**config.mk**
```make
export PLATFORM = sky130hd
export DESIGN_NAME = execute_stage
export DESIGN_NICKNAME = d
export VERILOG_FILES = /design/src/rtl/exec_pkg.sv /design/src/rtl/div_iter.sv /design/src/rtl/execute_stage.sv
export SDC_FILE = /design/constraint.sdc
export NUM_CORES = 2
export LEC_CHECK = 0
export BUFFER_PORTS_ARGS = -buffer_cell sky130_fd_sc_hd__buf_2
export CAP_MARGIN = 20
export CORE_MARGIN = 5
export CORE_UTILIZATION = 28
export CTS_BUF_LIST = sky130_fd_sc_hd__clkbuf_8
export DETAILED_ROUTE_END_ITERATION = 6
export PLACE_DENSITY_LB_ADDON = 0.05
export SLEW_MARGIN = 10
export SYNTH_ARGS = -nofsm -noshare
export SYNTH_HDL_FRONTEND = slang
export SYNTH_SLANG_ARGS = --single-unit
```
**constraint.sdc**
```tcl
create_clock -name clk -period 5.1 [get_ports clk]
set_input_delay 1.53 -clock clk [delete_from_list [all_inputs] [get_ports clk]]
set_output_delay 1.53 -clock clk [all_outputs]
set_load 0.05 [all_outputs]
```
**src/rtl/exec_pkg.sv**
```systemverilog
// Shared types for the RV32IM execute stage: ALU/M-extension op encodings,
// execute FSM states and divider counter sizing.
package exec_pkg;

    localparam int unsigned EXEC_DATA_WIDTH = 32;
    localparam int unsigned DIV_CNT_W       = $clog2(EXEC_DATA_WIDTH);

    typedef enum logic [3:0] {
        ALU_ADD   = 4'd0,
        ALU_SUB   = 4'd1,
        ALU_AND   = 4'd2,
        ALU_OR    = 4'd3,
        ALU_XOR   = 4'd4,
        ALU_SLL   = 4'd5,
        ALU_SRL   = 4'd6,
        ALU_SRA   = 4'd7,
        ALU_SLT   = 4'd8,
        ALU_SLTU  = 4'd9,
        ALU_PASSB = 4'd10
    } alu_ctrl_e;

    typedef enum logic [2:0] {
        MD_MUL    = 3'd0,
        MD_MULH   = 3'd1,
        MD_MULHSU = 3'd2,
        MD_MULHU  = 3'd3,
        MD_DIV    = 3'd4,
        MD_DIVU   = 3'd5,
        MD_REM    = 3'd6,
        MD_REMU   = 3'd7
    } md_op_e;

    typedef enum logic [1:0] {
        IDLE = 2'd0,
        DIV  = 2'd1,
        DONE = 2'd2
    } ex_state_e;

endpackage

```
**src/rtl/div_iter.sv**
```systemverilog
// Restoring iterative divider: one quotient bit per cycle on operand
// magnitudes, signs and the divide-by-zero/overflow cases fixed at the output.
module div_iter #(
    parameter int unsigned DATA_WIDTH = 32,
    parameter bit          DIV_EN     = 1'b1
) (
    input  logic                  clk,
    input  logic                  rst_n,
    input  logic                  start,
    input  logic                  abort,
    input  logic                  is_signed,
    input  logic [DATA_WIDTH-1:0] dividend,
    input  logic [DATA_WIDTH-1:0] divisor,
    output logic                  done,
    output logic [DATA_WIDTH-1:0] quotient,
    output logic [DATA_WIDTH-1:0] remainder
);

    if (DIV_EN) begin : g_div
        localparam int unsigned CW = $clog2(DATA_WIDTH);

        logic [DATA_WIDTH-1:0] rem_q, rem_d, quo_q, quo_d, dsr_q, dsr_d, dvd_q, dvd_d;
        logic                  neg_quo_q, neg_quo_d, neg_rem_q, neg_rem_d;
        logic                  dvz_q, dvz_d, ovf_q, ovf_d;
        logic                  busy_q, busy_d, done_q, done_d;
        logic [CW-1:0]         cnt_q, cnt_d;
        logic [DATA_WIDTH:0]   rem_shift, rem_sub;
        logic                  a_neg, b_neg;

        always_comb begin
            rem_d     = rem_q;
            quo_d     = quo_q;
            dsr_d     = dsr_q;
            dvd_d     = dvd_q;
            neg_quo_d = neg_quo_q;
            neg_rem_d = neg_rem_q;
            dvz_d     = dvz_q;
            ovf_d     = ovf_q;
            busy_d    = busy_q;
            done_d    = done_q;
            cnt_d     = cnt_q;
            a_neg     = is_signed & dividend[DATA_WIDTH-1];
            b_neg     = is_signed & divisor[DATA_WIDTH-1];
            // Quotient register doubles as the dividend shift register.
            rem_shift = {rem_q, quo_q[DATA_WIDTH-1]};
            rem_sub   = rem_shift - {1'b0, dsr_q};

            if (abort) begin
                busy_d = 1'b0;
                done_d = 1'b0;
            end else if (start) begin
                dvd_d     = dividend;
                rem_d     = '0;
                quo_d     = a_neg ? -dividend : dividend;
                dsr_d     = b_neg ? -divisor : divisor;
                neg_quo_d = a_neg ^ b_neg;
                neg_rem_d = a_neg;
                dvz_d     = (divisor == '0);
                ovf_d     = is_signed && (dividend == {1'b1, {(DATA_WIDTH-1){1'b0}}})
                            && (divisor == '1);
                busy_d    = 1'b1;
                done_d    = 1'b0;
                cnt_d     = '0;
            end else if (busy_q) begin
                if (!rem_sub[DATA_WIDTH]) begin
                    rem_d = rem_sub[DATA_WIDTH-1:0];
                    quo_d = {quo_q[DATA_WIDTH-2:0], 1'b1};
                end else begin
                    rem_d = rem_shift[DATA_WIDTH-1:0];
                    quo_d = {quo_q[DATA_WIDTH-2:0], 1'b0};
                end
                cnt_d = cnt_q + 1'b1;
                if (cnt_q == CW'(DATA_WIDTH-1)) begin
                    busy_d = 1'b0;
                    done_d = 1'b1;
                end
            end
        end

        always_ff @(posedge clk or negedge rst_n) begin
            if (!rst_n) begin
                rem_q     <= '0;
                quo_q     <= '0;
                dsr_q     <= '0;
                dvd_q     <= '0;
                neg_quo_q <= 1'b0;
                neg_rem_q <= 1'b0;
                dvz_q     <= 1'b0;
                ovf_q     <= 1'b0;
                busy_q    <= 1'b0;
                done_q    <= 1'b0;
                cnt_q     <= '0;
            end else begin
                rem_q     <= rem_d;
                quo_q     <= quo_d;
                dsr_q     <= dsr_d;
                dvd_q     <= dvd_d;
                neg_quo_q <= neg_quo_d;
                neg_rem_q <= neg_rem_d;
                dvz_q     <= dvz_d;
                ovf_q     <= ovf_d;
                busy_q    <= busy_d;
                done_q    <= done_d;
                cnt_q     <= cnt_d;
            end
        end

        assign done      = done_q;
        assign quotient  = dvz_q ? '1 : (ovf_q ? dvd_q : (neg_quo_q ? -quo_q : quo_q));
        assign remainder = dvz_q ? dvd_q : (ovf_q ? '0 : (neg_rem_q ? -rem_q : rem_q));
    end else begin : g_tie
        assign done      = 1'b1;
        assign quotient  = '1;
        assign remainder = '1;
    end

endmodule

```
**src/rtl/execute_stage.sv**
```systemverilog
// RV32IM execute stage: MEM/WB forwarding, single-cycle ALU/compare/multiply,
// multi-cycle divide with upstream stall, registered EX/MEM outputs.
module execute_stage
    import exec_pkg::*;
#(
    parameter int unsigned DATA_WIDTH    = EXEC_DATA_WIDTH,
    parameter int unsigned ADDRESS_WIDTH = 5,
    parameter bit          DIV_EN        = 1'b1
) (
    input  logic                     clk,
    input  logic                     rst_n,
    input  logic                     flush,
    input  logic                     id_valid,
    input  logic [DATA_WIDTH-1:0]    id_rs1_data,
    input  logic [DATA_WIDTH-1:0]    id_rs2_data,
    input  logic [DATA_WIDTH-1:0]    id_imm,
    input  logic [ADDRESS_WIDTH-1:0] id_rs1_addr,
    input  logic [ADDRESS_WIDTH-1:0] id_rs2_addr,
    input  logic [ADDRESS_WIDTH-1:0] id_rd_addr,
    input  logic [3:0]               id_alu_ctrl,
    input  logic                     id_alu_src,
    input  logic                     id_reg_write,
    input  logic                     id_md_en,
    input  logic [2:0]               id_md_op,
    input  logic                     mem_reg_write,
    input  logic [ADDRESS_WIDTH-1:0] mem_rd_addr,
    input  logic [DATA_WIDTH-1:0]    mem_result,
    input  logic                     wb_reg_write,
    input  logic [ADDRESS_WIDTH-1:0] wb_rd_addr,
    input  logic [DATA_WIDTH-1:0]    wb_result,
    output logic                     stall_o,
    output logic                     ex_valid,
    output logic                     ex_reg_write,
    output logic [ADDRESS_WIDTH-1:0] ex_rd_addr,
    output logic [DATA_WIDTH-1:0]    ex_result,
    output logic [DATA_WIDTH-1:0]    ex_store_data,
    output logic                     ex_eq,
    output logic                     ex_lt,
    output logic                     ex_ltu
);

    localparam int unsigned CNT_W = $clog2(DATA_WIDTH);

    logic [DATA_WIDTH-1:0]   rs1_fwd, rs2_fwd, op_b, alu_res, md_res, exec_res;
    logic [2*DATA_WIDTH-1:0] mul_a, mul_b, prod;
    logic [CNT_W-1:0]        shamt;
    logic                    is_div, a_s, b_s, cmp_eq, cmp_lt, cmp_ltu;
    logic                    div_start, div_done;
    logic [DATA_WIDTH-1:0]   div_quo, div_rem;

    ex_state_e                state_q, state_d;
    logic [CNT_W-1:0]         cnt_q, cnt_d;
    logic [ADDRESS_WIDTH-1:0] div_rd_q, div_rd_d;
    logic                     div_rw_q, div_rw_d, div_is_rem_q, div_is_rem_d;

    logic                     ex_valid_q, ex_valid_d, ex_reg_write_q, ex_reg_write_d;
    logic [ADDRESS_WIDTH-1:0] ex_rd_addr_q, ex_rd_addr_d;
    logic [DATA_WIDTH-1:0]    ex_result_q, ex_result_d, ex_store_data_q, ex_store_data_d;
    logic                     ex_eq_q, ex_eq_d, ex_lt_q, ex_lt_d, ex_ltu_q, ex_ltu_d;

    always_comb begin
        rs1_fwd = id_rs1_data;
        if (mem_reg_write && mem_rd_addr != '0 && mem_rd_addr == id_rs1_addr)
            rs1_fwd = mem_result;
        else if (wb_reg_write && wb_rd_addr != '0 && wb_rd_addr == id_rs1_addr)
            rs1_fwd = wb_result;
        rs2_fwd = id_rs2_data;
        if (mem_reg_write && mem_rd_addr != '0 && mem_rd_addr == id_rs2_addr)
            rs2_fwd = mem_result;
        else if (wb_reg_write && wb_rd_addr != '0 && wb_rd_addr == id_rs2_addr)
            rs2_fwd = wb_result;
    end

    assign op_b    = id_alu_src ? id_imm : rs2_fwd;
    assign shamt   = op_b[CNT_W-1:0];
    assign cmp_eq  = (rs1_fwd == rs2_fwd);
    assign cmp_lt  = ($signed(rs1_fwd) < $signed(rs2_fwd));
    assign cmp_ltu = (rs1_fwd < rs2_fwd);

    always_comb begin
        alu_res = '0;
        case (alu_ctrl_e'(id_alu_ctrl))
            ALU_ADD:   alu_res = rs1_fwd + op_b;
            ALU_SUB:   alu_res = rs1_fwd - op_b;
            ALU_AND:   alu_res = rs1_fwd & op_b;
            ALU_OR:    alu_res = rs1_fwd | op_b;
            ALU_XOR:   alu_res = rs1_fwd ^ op_b;
            ALU_SLL:   alu_res = rs1_fwd << shamt;
            ALU_SRL:   alu_res = rs1_fwd >> shamt;
            ALU_SRA:   alu_res = $unsigned($signed(rs1_fwd) >>> shamt);
            ALU_SLT:   alu_res = {{(DATA_WIDTH-1){1'b0}}, $signed(rs1_fwd) < $signed(op_b)};
            ALU_SLTU:  alu_res = {{(DATA_WIDTH-1){1'b0}}, rs1_fwd < op_b};
            ALU_PASSB: alu_res = op_b;
            default:   alu_res = '0;
        endcase
    end

    // Operands sign/zero-extended to 2*W, so the low 2*W product bits are exact.
    assign a_s   = (id_md_op == MD_MULH) || (id_md_op == MD_MULHSU);
    assign b_s   = (id_md_op == MD_MULH);
    assign mul_a = {{DATA_WIDTH{a_s & rs1_fwd[DATA_WIDTH-1]}}, rs1_fwd};
    assign mul_b = {{DATA_WIDTH{b_s & op_b[DATA_WIDTH-1]}}, op_b};
    assign prod  = mul_a * mul_b;

    assign md_res   = (id_md_op[2])           ? '1 :
                      (id_md_op == MD_MUL)    ? prod[DATA_WIDTH-1:0] :
                                                prod[2*DATA_WIDTH-1:DATA_WIDTH];
    assign exec_res = id_md_en ? md_res : alu_res;
    assign is_div   = id_md_en & id_md_op[2] & DIV_EN;

    div_iter #(
        .DATA_WIDTH (DATA_WIDTH),
        .DIV_EN     (DIV_EN)
    ) u_div (
        .clk       (clk),
        .rst_n     (rst_n),
        .start     (div_start),
        .abort     (flush),
        .is_signed (~id_md_op[0]),
        .dividend  (rs1_fwd),
        .divisor   (op_b),
        .done      (div_done),
        .quotient  (div_quo),
        .remainder (div_rem)
    );

    always_comb begin
        state_d         = state_q;
        cnt_d           = cnt_q;
        div_rd_d        = div_rd_q;
        div_rw_d        = div_rw_q;
        div_is_rem_d    = div_is_rem_q;
        div_start       = 1'b0;
        ex_valid_d      = 1'b0;
        ex_reg_write_d  = 1'b0;
        ex_rd_addr_d    = id_rd_addr;
        ex_result_d     = exec_res;
        ex_store_data_d = rs2_fwd;
        ex_eq_d         = cmp_eq;
        ex_lt_d         = cmp_lt;
        ex_ltu_d        = cmp_ltu;

        case (state_q)
            IDLE: begin
                if (id_valid && !flush) begin
                    if (is_div) begin
                        state_d      = DIV;
                        cnt_d        = '0;
                        div_start    = 1'b1;
                        div_rd_d     = id_rd_addr;
                        div_rw_d     = id_reg_write;
                        div_is_rem_d = id_md_op[1];
                    end else begin
                        ex_valid_d     = 1'b1;
                        ex_reg_write_d = id_reg_write;
                    end
                end
            end
            DIV: begin
                cnt_d = cnt_q + 1'b1;
                if (cnt_q == CNT_W'(DATA_WIDTH-1))
                    state_d = DONE;
            end
            DONE: begin
                state_d = IDLE;
                if (div_done) begin
                    ex_valid_d     = 1'b1;
                    ex_reg_write_d = div_rw_q;
                    ex_rd_addr_d   = div_rd_q;
                    ex_result_d    = div_is_rem_q ? div_rem : div_quo;
                end
            end
            default: state_d = IDLE;
        endcase

        if (flush) begin
            state_d        = IDLE;
            cnt_d          = '0;
            ex_valid_d     = 1'b0;
            ex_reg_write_d = 1'b0;
        end
    end

    assign stall_o = ((state_q == IDLE && id_valid && is_div) || state_q == DIV) && !flush;

    always_ff @(posedge clk or negedge rst_n) begin
        if (!rst_n) begin
            state_q         <= IDLE;
            cnt_q           <= '0;
            div_rd_q        <= '0;
            div_rw_q        <= 1'b0;
            div_is_rem_q    <= 1'b0;
            ex_valid_q      <= 1'b0;
            ex_reg_write_q  <= 1'b0;
            ex_rd_addr_q    <= '0;
            ex_result_q     <= '0;
            ex_store_data_q <= '0;
            ex_eq_q         <= 1'b0;
            ex_lt_q         <= 1'b0;
            ex_ltu_q        <= 1'b0;
        end else begin
            state_q         <= state_d;
            cnt_q           <= cnt_d;
            div_rd_q        <= div_rd_d;
            div_rw_q        <= div_rw_d;
            div_is_rem_q    <= div_is_rem_d;
            ex_valid_q      <= ex_valid_d;
            ex_reg_write_q  <= ex_reg_write_d;
            ex_rd_addr_q    <= ex_rd_addr_d;
            ex_result_q     <= ex_result_d;
            ex_store_data_q <= ex_store_data_d;
            ex_eq_q         <= ex_eq_d;
            ex_lt_q         <= ex_lt_d;
            ex_ltu_q        <= ex_ltu_d;
        end
    end

    assign ex_valid      = ex_valid_q;
    assign ex_reg_write  = ex_reg_write_q;
    assign ex_rd_addr    = ex_rd_addr_q;
    assign ex_result     = ex_result_q;
    assign ex_store_data = ex_store_data_q;
    assign ex_eq         = ex_eq_q;
    assign ex_lt         = ex_lt_q;
    assign ex_ltu        = ex_ltu_q;

endmodule

```
==> impl_metrics.csv <==
group,metric,value,unit
worst_setup_path,startpoint_type,"primary input",
timing,total_neg_setup_slack,-165.71,ns
synthesis,synth_top_cells_by_area,"sky130_fd_sc_hd__fa_1 (36%), sky130_fd_sc_hd__dfrtp_1 (9.1%), sky130_fd_sc_hd__ha_1 (7.7%)",
timing,timing.fmax,94.6,MHz
floorplanning,core_region_area,0.222,mm²
clock_tree,cts-buffers-inserted,49,
layout,fin_nets,11009,
placement,io_buffer_count,275,
synthesis,synth_largest_area_cell,"sky130_fd_sc_hd__fa_1",
floorplanning,die_w,482,µm
grt,use_met1,45.3,%
timing,final_report_max_slew_violation_count,0,
placement,placed_cells_incl_taps,12044,
synthesis,post-synth-top-count-cell,"sky130_fd_sc_hd__inv_1",
worst_setup_path,crit_path_capture,"ex_result[14]",
detailed_routing,first_pass_iters,7,
synthesis,post_synth_inst_count,7606,
detailed_routing,drt_wl_total,375000,µm
timing,timing.final.setup_violations,33,
clock_tree,cts_root_buf,"sky130_fd_sc_hd__clkbuf_8",
floorplanning,ioPinCount,276,
floorplanning,initial_utilization,28.1,%
grt,initial_antenna_violation_count,31,
synthesis,synth.yosys.seq_area_share,9.11,%
worst_setup_path,crit_required,5.69,ns
detailed_routing,routed_via_density,5.17,
synthesis,syn-num-nets,9317,
layout,final_cell_area,0.0868,mm²
grt,grt_max_degree,104,
timing,rsz0062_at_grt,"true",
worst_setup_path,cp-startpoint,"wb_rd_addr[0]",
worst_setup_path,critPathMaxStageDelay,0.60,ns
worst_setup_path,critical_path.n_buffers_inverters,13,
clock_tree,path_clk_slew,0.07,ns
grt,grt_util_met3,4.13,%
detailed_routing,count_of_antenna_violating_nets_left_after_detailed_routing,0,
timing,period_share,207,%
timing,final_hold_viol_count,0,
placement,place_ws,-7.26,ns
synthesis,count_of_state_elements_after_synthesis,227,
timing,worst-slew-pin-transition,1.18,ns
layout,areaGrowthSynthToFinish,39.1,%
synthesis,ys.flop_type,"sky130_fd_sc_hd__dfrtp_1",
floorplanning,core.rowCount,173,
grt,gr-total-overflow,0,
clock_tree,tritoncts,"done",
grt,grt_pass1_vias,65964,
detailed_routing,routed_wire_length_per_instance,30.4,µm
floorplanning,dieHeight,482,µm
placement,dp.final_hpwl,317000,µm
synthesis,synth_edf_count,0,
worst_setup_path,r2r.worst_path.cells,22,
worst_setup_path,path_class,"in2reg",
detailed_routing,drc,2,
synthesis,synth.cell_area,0.0624,mm²
layout,final_layout_size_suffix_gt1_share,30.5,%
synthesis,async_flop_share,100,%
grt,globalRouteTotalUtil,31.8,%
detailed_routing,drt_first_iter_violations,5555,
timing,post-route-worst-setup-slack,-5.47,ns
detailed_routing,vias,63779,
synthesis,yosysTopAreaCellShare,36.2,%
grt,grt-busiest-layer,"met2",
worst_setup_path,worst_setup_path_end_kind,"flip-flop",
worst_hold_path,worst_hold_startpoint,"div_rd_q[0]",
worst_hold_path,min-delay-path-class,"reg2reg",
layout,layout.cells.non_filler,12326,
synthesis,synth_commonest_cells,"sky130_fd_sc_hd__inv_1 (1,229), sky130_fd_sc_hd__nand2_1 (1,152), sky130_fd_sc_hd__fa_1 (1,128), sky130_fd_sc_hd__nor2_1 (647), sky130_fd_sc_hd__ha_1 (382)",
worst_setup_path,critical_path.top_delay_family,"adder cells",
clock_tree,htreeDepth,2,
synthesis,yosysUniqueCellTypes,103,
worst_setup_path,cp.arrival,11.16,ns
floorplanning,design.die.area,0.232,mm²
worst_setup_path,path_depth,40,
timing,max-slew-margin-rel,20.9,%
worst_setup_path,crit_top_cell,"sky130_fd_sc_hd__fa_1",
worst_setup_path,worst_path_max_delay_cell,"sky130_fd_sc_hd__or4_4",
worst_setup_path,worst_r2r_setup_slack,0.35,ns
worst_setup_path,reg2reg_from,"u_div.g_div.quo_q[31]",
synthesis,yosys_warnings,0,
clock_tree,clkLatencyLatePin,0.79,ns
placement,placedInstanceArea,0.0804,mm²
clock_tree,cts_buffer_depth,3,
placement,final_wtd_congestion,0.995,
worst_setup_path,crit_path_max_fanout,6,
run,timing.max_cap.violations,0,
grt,grtUsageMet2,50.2,%
grt,wire_length_of_the_first_global_routing_pass,524000,µm
outcome,violations,"design-rule violations, negative setup slack",
timing,layout_min_cycle_time,10.57,ns
outcome,status,"finished, violations left",
clock_tree,clock_sink_count,227,
timing,clock-skew-final,0.0825,ns
synthesis,synth.avg_cell_area,8.20,µm²
worst_setup_path,crit-reg2reg-capture,"u_div.g_div.rem_q[12]",
-- layer usage --
layer | up-vias | routed length [µm] | part of all wire (%)
li1 | 27858 | - | -
met1 | 33184 | 170000 | 45
met2 | 2297 | 166000 | 44
met3 | 426 | 24300 | 6.5
met4 | 14 | 14900 | 4.0
met5 | - | 103 | 0.027
-- registers in the layout, summed over array words and instances (netlist names), 2 cells and up --
signal,flops
ex_store_data,32
div_rd_q,5
u_div.g_div.cnt_q,5
u_div.g_div.dsr_q,32
ex_rd_addr,5
u_div.g_div.dvd_q,32
cnt_q,5
u_div.g_div.rem_q,32
ex_result,32
state_q,2
u_div.g_div.quo_q,32
-- per-stage QoR --
step / hold slack (ns) / utilization (%)
after floorplan: 0.439 / -
after global placement: 0.446 / 36.2
after detailed placement: 0.454 / 36.2
after CTS: 0.470 / 37.8
after global routing: 0.495 / 39.1
final: 0.465 / 39.1
-- worst register-to-register path: stages, from the launching register on --
cell,delay [ns]
sky130_fd_sc_hd__dfrtp_1,0.39
sky130_fd_sc_hd__inv_2,0.13
sky130_fd_sc_hd__ha_1,0.25
sky130_fd_sc_hd__inv_1,0.07
sky130_fd_sc_hd__fa_1,0.42
sky130_fd_sc_hd__a21o_1,0.18
sky130_fd_sc_hd__a21o_1,0.19
sky130_fd_sc_hd__a2111oi_2,0.40
sky130_fd_sc_hd__buf_4,0.18
sky130_fd_sc_hd__o31ai_1,0.07
sky130_fd_sc_hd__buf_4,0.16
sky130_fd_sc_hd__o211a_1,0.27
sky130_fd_sc_hd__o31ai_2,0.26
sky130_fd_sc_hd__buf_4,0.16
sky130_fd_sc_hd__o21ai_0,0.14
sky130_fd_sc_hd__a221oi_2,0.25
sky130_fd_sc_hd__buf_4,0.17
sky130_fd_sc_hd__xnor2_2,0.20
sky130_fd_sc_hd__buf_4,0.25
sky130_fd_sc_hd__buf_12,0.17
sky130_fd_sc_hd__nor2b_1,0.07
sky130_fd_sc_hd__a31oi_1,0.15
sky130_fd_sc_hd__a21oi_1,0.09
-- kinds of logic after synthesis --
| logic type | after synthesis | synth area share [%] |
|---|---|---|
| compound gates | 1474 | 15.3 |
| xor+xnor | 246 | 3.45 |
| fa+ha+maj | 1510 | 43.9 |
| buf+inv | 1737 | 10.7 |
| flops | 227 | 9.11 |
| mux | 125 | 2.18 |
| simple gates | 2287 | 15.5 |
-- worst min-delay path by stage --
stage / to / slack [ns] / cells after the start
after CTS: ex_rd_addr[0] / 0.47 / 2
after detailed placement: ex_rd_addr[3] / 0.45 / 2
after floorplan: ex_rd_addr[0] / 0.44 / 2
after global placement: ex_rd_addr[3] / 0.45 / 2
after global routing: u_div.g_div.dsr_q[21] / 0.49 / 2
final: ex_rd_addr[0] / 0.47 / 2
-- cell usage in the layout (no fill, tap or decap), drive strengths merged, types with 119 or more instances in the layout --
cell | Yosys | layout
inv | 1245 | 1250
o21ai | 398 | 398
xnor2 | 159 | 159
nor3 | 119 | 119
ha | 382 | 382
nand2 | 1153 | 1153
nor2 | 650 | 650
a21oi | 345 | 345
buf | 129 | 2106
fa | 1128 | 1128
dfrtp | 227 | 227
-- what timing repair did --
item                                   CTS  global route
pin swaps                               78           164
hold buffers                             0             0
endpoints found under the hold margin    0             0
gates cloned                             2             7
setup buffers                           68           114
setup endpoints to repair               76            93
gates resized for setup                409           408
-- cell type report --
class                      instances  area [µm²]
multi-input combinational       5642       53200
timing repair inverter             1        11.3
clock inverter                    24         244
clock buffer                      66         908
fill                           23126      135000
inverter                        1265        4890
sequential                       227        5680
antenna                           14        35.0
timing repair buffer            2112       18100
tap                             2975        3720
Power is not shown: default switching activity piles up to over one toggle a cycle in this logic, so the estimate is an artifact.
